[src/rtl/keypad_scanner.sv]
// keypad_scanner: scans a 4x4 active-low keypad and emits debounced hex key codes.
// Optional auto-repeat while a key is held is enabled by defining KEYPAD_REPEAT_EN.
module keypad_scanner #(
    parameter int SCAN_DIV       = 100000,
    parameter int DEBOUNCE_SCANS = 4,
    parameter int REPEAT_SCANS   = 50
) (
    input  logic       clock,
    input  logic       reset,
    input  logic [3:0] row_n,
    output logic [3:0] col_n,
    output logic [3:0] key_code,
    output logic       key_valid,
    output logic       key_held
);
    localparam int DIV_W  = SCAN_DIV > 1 ? $clog2(SCAN_DIV) : 1;
    localparam int MAX_P  = DEBOUNCE_SCANS > REPEAT_SCANS ? DEBOUNCE_SCANS : REPEAT_SCANS;
    localparam int CNT_W  = $clog2(MAX_P + 1);

    typedef enum logic [1:0] {IDLE, DEBOUNCE, PRESSED, RELEASE} stateType;

    stateType         state, stateNext;
    logic [DIV_W-1:0] divCount;
    logic             tick, scanDone;
    logic [3:0]       rowMeta, rowSync;
    logic [1:0]       colIdx, rowIdx;
    logic             colHit, scanHit, resHit;
    logic [3:0]       scanCode, colCode, resCode;
    logic [3:0]       cand, candNext, codeNext;
    logic [CNT_W-1:0] cnt, cntNext, cntInc;
    logic             validNext;
`ifdef KEYPAD_REPEAT_EN
    logic [CNT_W-1:0] repCnt, repNext, repInc;
`endif

    assign tick     = divCount == DIV_W'(SCAN_DIV - 1);
    assign scanDone = tick && colIdx == 2'd3;
    assign col_n    = ~(4'b0001 << colIdx);
    assign colHit   = ~&rowSync;
    assign rowIdx   = !rowSync[0] ? 2'd0 : !rowSync[1] ? 2'd1 : !rowSync[2] ? 2'd2 : 2'd3;
    assign colCode  = {rowIdx, colIdx};
    assign resHit   = scanHit | colHit;
    assign resCode  = scanHit ? scanCode : colCode;
    assign cntInc   = &cnt ? cnt : cnt + 1'b1;
    assign key_held = state == PRESSED || state == RELEASE;
`ifdef KEYPAD_REPEAT_EN
    assign repInc   = &repCnt ? repCnt : repCnt + 1'b1;
`endif

    // Prescaler producing one tick per column dwell
    always_ff @(posedge clock or posedge reset)
        if (reset) divCount <= '0;
        else       divCount <= tick ? '0 : divCount + 1'b1;

    // Two-flop synchronizer on the asynchronous row inputs
    always_ff @(posedge clock or posedge reset)
        if (reset) {rowSync, rowMeta} <= 8'hFF;
        else       {rowSync, rowMeta} <= {rowMeta, row_n};

    // Column rotation and first-hit capture within the current scan
    always_ff @(posedge clock or posedge reset)
        if (reset) begin
            colIdx   <= 2'd0;
            scanHit  <= 1'b0;
            scanCode <= 4'd0;
        end else if (tick) begin
            colIdx   <= colIdx + 1'b1;
            scanHit  <= colIdx == 2'd3 ? 1'b0 : resHit;
            scanCode <= colIdx == 2'd3 ? 4'd0 : resCode;
        end

    // Debounce FSM state and datapath registers
    always_ff @(posedge clock or posedge reset)
        if (reset) begin
            state     <= IDLE;
            cand      <= 4'd0;
            cnt       <= '0;
            key_code  <= 4'd0;
            key_valid <= 1'b0;
`ifdef KEYPAD_REPEAT_EN
            repCnt    <= '0;
`endif
        end else begin
            state     <= stateNext;
            cand      <= candNext;
            cnt       <= cntNext;
            key_code  <= codeNext;
            key_valid <= validNext;
`ifdef KEYPAD_REPEAT_EN
            repCnt    <= repNext;
`endif
        end

    // Next-state logic, evaluated only when a full scan completes
    always_comb begin
        stateNext = state;
        candNext  = cand;
        cntNext   = cnt;
        codeNext  = key_code;
        validNext = 1'b0;
`ifdef KEYPAD_REPEAT_EN
        repNext   = repCnt;
`endif
        if (scanDone)
            case (state)
                IDLE:
                    if (resHit) begin
                        candNext = resCode;
                        if (DEBOUNCE_SCANS <= 1) begin
                            stateNext = PRESSED;
                            codeNext  = resCode;
                            validNext = 1'b1;
                            cntNext   = '0;
`ifdef KEYPAD_REPEAT_EN
                            repNext   = '0;
`endif
                        end else begin
                            stateNext = DEBOUNCE;
                            cntNext   = CNT_W'(1);
                        end
                    end
                DEBOUNCE:
                    if (!resHit) begin
                        stateNext = IDLE;
                        cntNext   = '0;
                    end else if (resCode != cand) begin
                        candNext = resCode;
                        cntNext  = CNT_W'(1);
                    end else if (cntInc >= CNT_W'(DEBOUNCE_SCANS)) begin
                        stateNext = PRESSED;
                        codeNext  = cand;
                        validNext = 1'b1;
                        cntNext   = '0;
`ifdef KEYPAD_REPEAT_EN
                        repNext   = '0;
`endif
                    end else
                        cntNext = cntInc;
                PRESSED:
                    if (!resHit) begin
                        stateNext = DEBOUNCE_SCANS <= 1 ? IDLE : RELEASE;
                        cntNext   = DEBOUNCE_SCANS <= 1 ? '0 : CNT_W'(1);
`ifdef KEYPAD_REPEAT_EN
                        repNext   = '0;
                    end else if (repInc >= CNT_W'(REPEAT_SCANS)) begin
                        validNext = 1'b1;
                        repNext   = '0;
                    end else
                        repNext = repInc;
`else
                    end
`endif
                RELEASE:
                    if (resHit) begin
                        stateNext = PRESSED;
                        cntNext   = '0;
`ifdef KEYPAD_REPEAT_EN
                        repNext   = '0;
`endif
                    end else if (cntInc >= CNT_W'(DEBOUNCE_SCANS)) begin
                        stateNext = IDLE;
                        cntNext   = '0;
                    end else
                        cntNext = cntInc;
                default: stateNext = IDLE;
            endcase
    end
endmodule

[config.mk]
export PLATFORM = sky130hd
export DESIGN_NAME = keypad_scanner
export DESIGN_NICKNAME = d
export VERILOG_FILES = /design/src/rtl/keypad_scanner.sv
export SDC_FILE = /design/constraint.sdc
export NUM_CORES = 1
export LEC_CHECK = 0
export CORE_UTILIZATION = 53
export CTS_CLUSTER_DIAMETER = 150
export DETAILED_ROUTE_END_ITERATION = 16
export PLACE_DENSITY = 0.8
export REMOVE_ABC_BUFFERS = 1
export SYNTH_ARGS = -nofsm -noshare
export SYNTH_HDL_FRONTEND = slang
export SYNTH_SLANG_ARGS = --single-unit
[constraint.sdc]
create_clock -name clock -period 2.2 [get_ports clock]
set_input_delay 0.66 -clock clock [delete_from_list [all_inputs] [get_ports clock]]
set_output_delay 0.66 -clock clock [all_outputs]
set_load 0.02 [all_outputs]
==> out/metrics.yaml <==
hold_start: "rowMeta[2]"
yosys_warnings: 0
place_congestion: 0.796
initial_core_util: 0.556
cp-end-kind: "output port"
final_common_cell: "dfrtp_1"
worstPathRequired_ns: 1.54
drv_cap: 0
finalHoldViolCount: 0
drv_slew: 0
worstSkewPairLatency_ns: 0.31
vias: 1452
wl_per_cell_um: 13.5
die_area_um2: 4520
fin_util: 0.654
cts.hold.buffers_added: 0
slowest_stage: "clkdlybuf4s50_1"
p_per_area_nw_per_um2: 599
tritoncts: "done"
cp_cell_sequence: "clkdlybuf4s50_1"
start_kind: "register"
num-nets-final: 242
fmax_ghz: 0.481
drive_above_1_share: 0.169
max-slew-margin-rel: 0.682
yosys.area.top_type: "dfrtp_1"
avgViaCountPerCell: 5.17
antenna_cells: 0
wirelength_um: 3800
finalSetupTns_ns: 0
ys.flop_type: "dfrtp_1"
ys_types: 39
r2r_start: "rowSync[1]"
tightest_slew_ns: 0.470
ioPinCount: 16
synth_top_area_frac: 0.455
min_path_type: "register to register"
firstDrtPassIters: 4
setup.worst_path.class: "register to output port"
antenna_found_initial: 0
drc_errors: 0
grt_max_degree: 35
dr.first_iter.drc_count: 110
core_um2: 4060
outcome: "finished, final reports clean"
root_buffer: "clkbuf_8"
rsz0062_at_grt: "no"
setup_viol: 0
synth-seq-cells: 49
numClockSinks: 49
skew_ns: 0.00607
fillers: 322
fin_crit_ns: 2.08
hpwl_um: 2790
cp.arrival_ns: 1.42
synth.area.top_cells: "dfrtp_1 (45%), dfstp_2 (9.3%), xnor2_1 (5.0%)"
htree_num_levels: 2
p_leak_nw: 1.22
irDropWorstVdd_mv: 0.460
finalCritPeriodShare: 0.946
cts_buffer_depth: 2
seq_area_frac_synth: 0.548
mostFrequentLayoutCells: "dfrtp_1 (40), nor2_1 (18), xnor2_1 (13), nand2_1 (13)"
cp_max_fo: 6
netlist_area_um2: 2260
die_h_um: 67.2
crit_path_max_incr_delay_ns: 0.64
path_buf_inv: 1
grt_pass1_vias: 1371
antenna_left: 0
avgSynthCellArea_um2: 11.2
synthCells: 201
post_cts_buffers: 0
path_delay_family: "buffers and inverters"
grt_use_total: 0.193
grt_pass1_wl_um: 6220
die_w_um: 67.2
rows: 23
portBuffers: 15
synth_async_sr_flop_share: 1.00
grt_overflow: 0
synth_edf_count: 0
syn_to_final_growth_pct: 17.6
path_clk_slew_ns: 0.09
cts_made_buffers: 5
[synth_stat cells, types with 5 or more instances]
cell	number
mux2i_1	5
dfstp_2	8
xnor2_1	13
nor2b_1	7
and3_1	5
nand3_1	12
nand2_1	13
xor2_1	8
inv_1	13
nor2_1	18
ha_1	6
o21ai_0	6
dfrtp_1	41
[repair_timing]
item,CTS,global route
pin swaps,0,0
gates resized for setup,4,1
endpoints found under the setup margin,4,1
[through the flow]
stage / worst slack (ns) / hold slack (ns) / instances / instance area (µm²) / total power, W
final: 0.120 / 0.360 / 281 / 2650 / 0.00159
after global routing: 0.00951 / 0.367 / 281 / 2650 / 0.00165
after CTS: 0.105 / 0.361 / 281 / 2650 / 0.00161
after detailed placement: 0.103 / 0.349 / 273 / 2550 / 0.000987
after global placement: 0.189 / 0.346 / 273 / 2550 / 0.000985
after floorplan: 0.0768 / 0.345 / 197 / 2240 / 0.000960
[state kept, by name, summed over array words and instances (netlist names), named ones only]
register / cells
cand: 4
cnt: 6
colIdx: 2
divCount: 17
key_code: 4
key_valid: 1
rowMeta: 4
rowSync: 4
scanCode: 4
scanHit: 1
state: 1
[power by group]
group	switching [W]	total, W	internal [W]	leakage, nW
clock network	0.000284	0.000621	0.000337	0.0552
logic	0.0000307	0.0000524	0.0000217	0.526
registers	0.00000281	0.000916	0.000913	0.641
[worst paths after layout]
kind / slack (ns) / depth (start not counted) / endpoint
worst min-delay path: 0.36 / 0 / rowSync[2]
worst min register to register: 0.36 / 0 / rowSync[2]
worst max register to register: 0.13 / 7 / cnt[0]
max in group asynchronous: 1.00 / 3 / rowSync[2]
min in group asynchronous: 0.65 / 2 / divCount[6]
worst max-delay path: 0.12 / 1 / key_held
[layout make-up]
class	instances	area [µm²]	share of cell area
tap	50	62.6	0.0236
inverter	13	48.8	0.0184
clock buffer	6	72.6	0.0274
timing repair buffer	26	240	0.0906
multi-input combinational	135	956	0.360
clock inverter	2	35.0	0.0132
sequential	49	1240	0.467
[layer usage]
layer | GRT usage | wire (µm)
met3 | 0.0557 | 122
met4 | 0.0957 | 68
met2 | 0.295 | 1760
met1 | 0.250 | 1840
met5 | 0 | 0
[cell families (layout without fill, tap and decap cells)]
kind of cell | after synthesis | count (layout) | share of synthesized area
flops | 49 | 49 | 0.548
xor+xnor | 21 | 21 | 0.0815
mux | 12 | 12 | 0.0638
fa+ha+maj | 6 | 6 | 0.0333
simple gates | 76 | 76 | 0.191
buf+inv | 17 | 47 | 0.0283
compound gates | 20 | 20 | 0.0538
(Power assumes the default switching activity.)
